### config.mk
export PLATFORM = sky130hd
export DESIGN_NAME = specfprnd_pipe
export DESIGN_NICKNAME = d
export VERILOG_FILES = /design/src/rtl/specfprnd_pipe.sv
export SDC_FILE = /design/constraint.sdc
export NUM_CORES = 1
export LEC_CHECK = 0
export ABC_AREA = 1
export BUFFER_PORTS_ARGS = -buffer_cell sky130_fd_sc_hd__buf_4
export CORE_MARGIN = 4
export CORE_UTILIZATION = 40
export CTS_CLUSTER_SIZE = 12
export DETAILED_ROUTE_END_ITERATION = 16
export GPL_TIMING_DRIVEN = 0
export PLACE_DENSITY = 0.65
export SLEW_MARGIN = 20
export SYNTH_ARGS = -nofsm -noshare
export SYNTH_HDL_FRONTEND = slang
export SYNTH_SLANG_ARGS = --single-unit
### constraint.sdc
create_clock -name clk -period 2.55 [get_ports clk]
set_clock_uncertainty 0.15 [all_clocks]
set_input_delay 0.255 -clock clk [delete_from_list [all_inputs] [get_ports clk]]
set_output_delay 0.255 -clock clk [all_outputs]
set_load 0.05 [all_outputs]
### src/rtl/specfprnd_pipe.sv
// rtl/specfprnd_pipe.sv - two-stage special-case select, IEEE flag and result packing pipeline
module specfprnd_pipe #(
    parameter int EW  = 11,
    parameter int FW  = 52,
    parameter int SEW = 8,
    parameter int SFW = 23
) (
    input  logic              clk,
    input  logic              rst,
    input  logic              in_valid,
    output logic              in_ready,
    input  logic              s,
    input  logic [EW-1:0]     eout,
    input  logic [FW-1:0]     fout,
    input  logic [FW:0]       nan,
    input  logic              ZERO,
    input  logic              NAN,
    input  logic              INF,
    input  logic              INV,
    input  logic              OVF,
    input  logic              TINY,
    input  logic              DBZ,
    input  logic              siginx,
    input  logic              OVFen,
    input  logic              UNFen,
    input  logic              db,
    output logic              out_valid,
    input  logic              out_ready,
    output logic [EW+FW:0]    fp_out,
    output logic [4:0]        IEEEp,
    input  logic              flag_clr,
    input  logic [4:0]        trap_en,
    output logic [4:0]        flags_sticky,
    output logic              trap
);
    localparam int W  = 1 + EW + FW;
    localparam int HW = 1 + SEW + SFW;

    generate
        if ((2 * HW != W) || (SEW > EW) || (SFW > FW)) begin : g_param_check
            $error("specfprnd_pipe: inconsistent wide/narrow format parameters");
        end
    endgenerate

    logic          s1_valid, s2_valid;
    logic          adv1, adv2;
    logic          s1_sign, s1_db;
    logic [EW-1:0] s1_exp;
    logic [FW-1:0] s1_frac;
    logic [4:0]    s1_flags;

    logic          sel_sign;
    logic [EW-1:0] sel_exp;
    logic [FW-1:0] sel_frac;
    logic [4:0]    sel_flags;
    logic          sp, ovf_m;
    logic [HW-1:0] half;
    logic [W-1:0]  packed_res;

    assign adv2      = ~s2_valid | out_ready;
    assign adv1      = ~s1_valid | adv2;
    assign in_ready  = adv1;
    assign out_valid = s2_valid;
    assign trap      = s2_valid & |(IEEEp & trap_en);

    // NaN beats INF beats ZERO; flags derive from the raw conditions, not the selected result
    always_comb begin
        sel_sign = s;
        sel_exp  = eout;
        sel_frac = fout;
        if (NAN) begin
            sel_sign = nan[FW];
            sel_exp  = '1;
            sel_frac = nan[FW-1:0];
        end else if (INF) begin
            sel_exp  = '1;
            sel_frac = '0;
        end else if (ZERO) begin
            sel_exp  = '0;
            sel_frac = '0;
        end
        sp           = NAN | INF | ZERO;
        ovf_m        = OVF & ~sp;
        sel_flags    = '0;
        sel_flags[0] = INV;
        sel_flags[1] = DBZ;
        sel_flags[2] = ovf_m;
        sel_flags[3] = TINY & ~sp & (UNFen | siginx);
        sel_flags[4] = (siginx | (ovf_m & ~OVFen)) & ~NAN;
    end

    always_ff @(posedge clk) begin
        if (rst) begin
            s1_valid <= 1'b0;
            s1_sign  <= 1'b0;
            s1_db    <= 1'b0;
            s1_exp   <= '0;
            s1_frac  <= '0;
            s1_flags <= '0;
        end else if (adv1) begin
            s1_valid <= in_valid;
            if (in_valid) begin
                s1_sign  <= sel_sign;
                s1_db    <= db;
                s1_exp   <= sel_exp;
                s1_frac  <= sel_frac;
                s1_flags <= sel_flags;
            end
        end
    end

    always_comb begin
        half       = {s1_sign, s1_exp[SEW-1:0], s1_frac[FW-1 -: SFW]};
        packed_res = s1_db ? {s1_sign, s1_exp, s1_frac} : {half, half};
    end

    always_ff @(posedge clk) begin
        if (rst) begin
            s2_valid <= 1'b0;
            fp_out   <= '0;
            IEEEp    <= '0;
        end else if (adv2) begin
            s2_valid <= s1_valid;
            if (s1_valid) begin
                fp_out <= packed_res;
                IEEEp  <= s1_flags;
            end
        end
    end

    // clear wins over history, but the flags of a beat retiring this cycle survive it
    always_ff @(posedge clk) begin
        if (rst) begin
            flags_sticky <= '0;
        end else if (flag_clr) begin
            flags_sticky <= (s2_valid & out_ready) ? IEEEp : 5'b0;
        end else if (s2_valid & out_ready) begin
            flags_sticky <= flags_sticky | IEEEp;
        end
    end
endmodule
# Yosys cells after proc, flatten, opt, wreduce, memory -nomap -nowiden
# Index checks and enable logic that the tools add are counted.
# Widths: inputs -> output; s select.
# classes
muxes,11
n_bitwise,20
reduce_logical,4
# op_table
operator,n
$mux 52,3
$mux 63,1
$mux 11,3
$mux 5,3
$and 1x1->1,7
$or 1x1->1,6
$and 5x5->5,1
$not 1->1,5
$or 5x5->5,1
$reduce_or 5->1,1
$reduce_and 2->1,2
$reduce_bool 2->1,1
$mux 1,1
# word_totals
ff_bits,146
input_bits,138
output_inout_bits,77
wordCells,45

# Longest topological paths before layout
# logic_depth
depth_word,7
ltp_mapped,8
depth_no_buf,6

# Worst setup path before layout
# Ideal clock, no wire load.
# synth_timing
path_type,register to register
from,register s2_valid (netlist: out_valid)
to,register s1_flags[4]
setup_time_ps,119
arrival_time_ps,1741
required_time_ps,2281
setup_slack_ps,539
stages_incl_launch_ff,7
path_buffers,1
period_less_slack_ps,2011
cell_sequence,dfxtp_1 -> nand3_2 -> nand2_2 -> inv_2 -> buf_2 -> o21bai_1 -> a21oi_1
# synth_between
elab_chain_len,4
# synth_lines
item,line,source
from (decl),45,"logic s1_valid, s2_valid;"
from (signal assigned),123,s2_valid <= s1_valid;
$not 1->1,60,assign adv2 = ~s2_valid | out_ready;
$or 1x1->1,60,
$or 1x1->1,61,assign adv1 = ~s1_valid | adv2;
via in_ready,11,"output logic in_ready,"
$reduce_and 2->1 (no source line),--,
to (signal assigned),107,s1_flags <= sel_flags;
to (decl),50,logic [4:0] s1_flags;
# The timed path passes the listed nets, and every way through them passes these cells.
# A chain may end at the register's enable or synchronous reset.

# Worst setup path in the final report
# layout_timing
from,input port out_ready
to,register fp_out[34]
# layout_between
elab_chain_len,2
# layout_lines
item,line,source
from (decl),28,"input logic out_ready,"
$or 1x1->1,60,
$reduce_and 2->1 (no source line),--,
to (signal assigned),125,fp_out <= packed_res;
to (decl),29,"output logic [EW+FW:0] fp_out,"
# No other way between the ends.

==> impl_metrics.toml <==
[outcome]
status = "complete, no violations"

[place]
dpl_cell_area_sq_um = 8500
portBuffers = 212
hpwl_um = 17100
gp_congestion = 0.850

[logic_synthesis]
synth_cells = 894
synth_nets = 1032
yosysSeqAreaShare_pct = 44.1
synth-seq-cells = 146
synth_warnings = 0
syn_area_sq_um = 6630
synth.avg_cell_area_sq_um = 7.42
synth_cell_types = 25

[worst_setup_path]
slowest_delay_ns = 0.53
path_class = "input pin to flop"
reg2reg_from = "out_valid"
cp-start-kind = "input pin"
crit_cells = 9
cp_cell_sequence = "dlygate4sd3_1 -> buf_4 -> inv_2 -> nand2_2 -> nand2_4 -> inv_4 -> clkbuf_1 -> nand3_1 -> o211a_1"
cp_data_required_time_ns = 2.70
critical_path_arrival_ns = 1.90
crit_fanout = 10
cp_top_family = "buffers and inverters"
r2r-end = "fp_out[34]"
r2r_cells = 6
endpoint = "fp_out[34]"
setup.worst_path.end_class = "flop"
worst_path_max_delay_cell = "dlygate4sd3_1"
cp-startpoint = "out_ready"
rrSetupSlack_ns = 0.93
critPathBufInv = 5

[cells_and_area]
n_antenna_cell = 0
drive_gt1_share_pct = 27.1
final_cell_mix = "348 x nand2_1, 213 x buf_4, 146 x dfxtp_1, 106 x nand3_1"
final_area_sq_um = 9140
nets = 1269
fin_util_pct = 56.9
final_common_cell = "nand2_1"
syn_to_final_growth_pct = 37.8

[clock_tree]
cts_tree = "done"
numCtsBuffers = 17
cts_sinks = 146
cts_max_level = 4
cts.path.max_buffers = 2
cts_root_buf = "clkbuf_16"
post-cts-setup-buffer-count = 0
clk_pin_slew_ns = 0.06
cts_resized = 0
clk_latency_ns = 0.42

[timing]
worst_slew_pin_slew_ns = 0.669
fmax_mhz = 572
setup_viol_count_final = 0
min_period_over_period_pct = 68.6
drv_slew = 0
rsz0062_at_grt = "false"
max_slew_margin_pct = 55.4
hold_viol_final = 0
period_needed_ns = 1.75
setup_tns_ns = 0
holdWs_ns = 0.0301

[detailed_routing]
via_count = 6837
detail-route-antenna-nets = 0
drc = 0
first_pass_iters = 5
wirelength_um = 22500
vias_per_cell = 5.03
wl_per_cell_um = 16.6
drt_first_iter_violations = 471

[power_and_ir_drop]
power_frac_comb_pct = 19.3
power_switching_share_pct = 28.2
powerDensity_nw_per_um2 = 671
p_int_mw = 4.40
leakagePower_nw = 4.59
p_clk_share_pct = 39.8
switchingPower_mw = 1.73
peakVddDrop_mv = 0.496
seqPwrFrac_pct = 40.9

[die]
fp.dieH_um = 137
floorplan.initialDensity_pct = 41.3
die_w_um = 137
io_pins = 215
die_area_sq_um = 18700
core_sq_um = 16100
fp-row-count = 46

[grt]
met2_usage_pct = 38.8
grt_pass1_vias = 6370
grt_use_met3_pct = 7.28
antenna_found_initial = 0
grt_most_used_layer = "met2"
grt_pass1_wl_um = 34500
grt_util_met1_pct = 32.1
grt_max_degree = 17
grt_use_total_pct = 24.1
overflow = 0

[worst_hold_path]
worst_hold_startpoint = "nan[23]"
hold_class = "input pin to flop"

[job]
cap_violations = 0
-- cell usage after synthesis --
library cell | count | area share (%)
nand4_1 | 1 | 0.094
nand2_1 | 348 | 20
inv_2 | 2 | 0.11
inv_1 | 8 | 0.45
nor2_4 | 1 | 0.17
inv_4 | 1 | 0.094
dfxtp_1 | 146 | 44
buf_6 | 15 | 2.5
nand3_2 | 11 | 1.7
a22o_1 | 1 | 0.13
o21ai_1 | 10 | 0.75
o21a_1 | 1 | 0.11
nand3b_1 | 1 | 0.11
nor2_1 | 41 | 2.3
a21oi_1 | 63 | 4.8
buf_2 | 35 | 2.6
nand2_2 | 2 | 0.19
o21ai_0 | 12 | 0.91
buf_1 | 1 | 0.057
clkbuf_1 | 22 | 1.2
o211a_1 | 63 | 9.5
nand3_1 | 106 | 8.0
nand2_4 | 1 | 0.17
o21bai_1 | 1 | 0.11
buf_4 | 1 | 0.11
-- repair_timing --
action | CTS | global route
endpoints found under the setup margin | 0 | 0
hold endpoints to repair | 11 | 0
hold buffers | 6 | 0
-- registers in the layout, indices dropped and copies added, names as in the netlist --
signal	cells
flags_sticky	5
s1_db	1
IEEEp	5
s1_exp	11
s1_frac	52
fp_out	64
s1_sign	1
s1_valid	1
s1_flags	5
out_valid	1
-- cell families after synthesis --
group | synth area share, %
and+or+nand+nor | 32.4
AOI/OAI and AO/OA | 16.3
DFF | 44.1
buffers and inverters | 7.26
-- per-stage QoR --
stage	setup WS, ns	std cells	power (mW)
2_1_floorplan	0.539	894	3.25
3_3_place_gp	0.828	1322	3.72
3_5_place_dp	0.827	1322	3.73
4_1_cts	0.780	1358	6.17
5_1_grt	0.686	1358	6.37
6_report	0.802	1358	6.14
-- worst register-to-register path, cell delays in order (launching register included) --
cell and delay [ns]:
dfxtp_1 0.35, nand2_2 0.11, nand2_4 0.09, inv_4 0.11, clkbuf_1 0.39, nand3_1 0.16
o211a_1 0.14
-- cell type report --
type | instances | area [sq um]
Timing Repair Buffer | 218 | 1650
Multi-Input combinational cell | 663 | 3230
Sequential cell | 146 | 2920
Fill cell | 1610 | 6920
Clock buffer | 27 | 543
Inverter | 11 | 43.8
Clock inverter | 3 | 42.5
Buffer | 74 | 438
Tap cell | 216 | 270
-- power by group through the flow --
| stage | combinational [mW] | clock [mW] | sequential [mW] |
|---|---|---|---|
| after floorplan | 0.452 | 0 | 2.80 |
| after global placement | 1.17 | 0 | 2.55 |
| after detailed placement | 1.18 | 0 | 2.55 |
| after CTS | 1.19 | 2.47 | 2.51 |
| after global routing | 1.28 | 2.57 | 2.52 |
| final | 1.18 | 2.45 | 2.51 |
-- layer usage --
layer  vias to the layer above  routed length, um
li1                       3445                  -
met1                      3148              10200
met2                       230              10400
met3                        14               1750
met4                         0                185
met5                         -                  0
-- worst min path at each step --
stage / to / cells after the start / slack [ns]
2_1_floorplan: s1_flags[2] / 2 / 0.27
3_3_place_gp: s1_flags[2] / 2 / 0.30
3_5_place_dp: s1_flags[2] / 2 / 0.30
4_1_cts: s1_frac[23] / 5 / 0.02
5_1_grt: s1_frac[27] / 2 / 0.04
6_report: s1_frac[23] / 5 / 0.03
No activity file was read; power rests on OpenSTA's default activity.
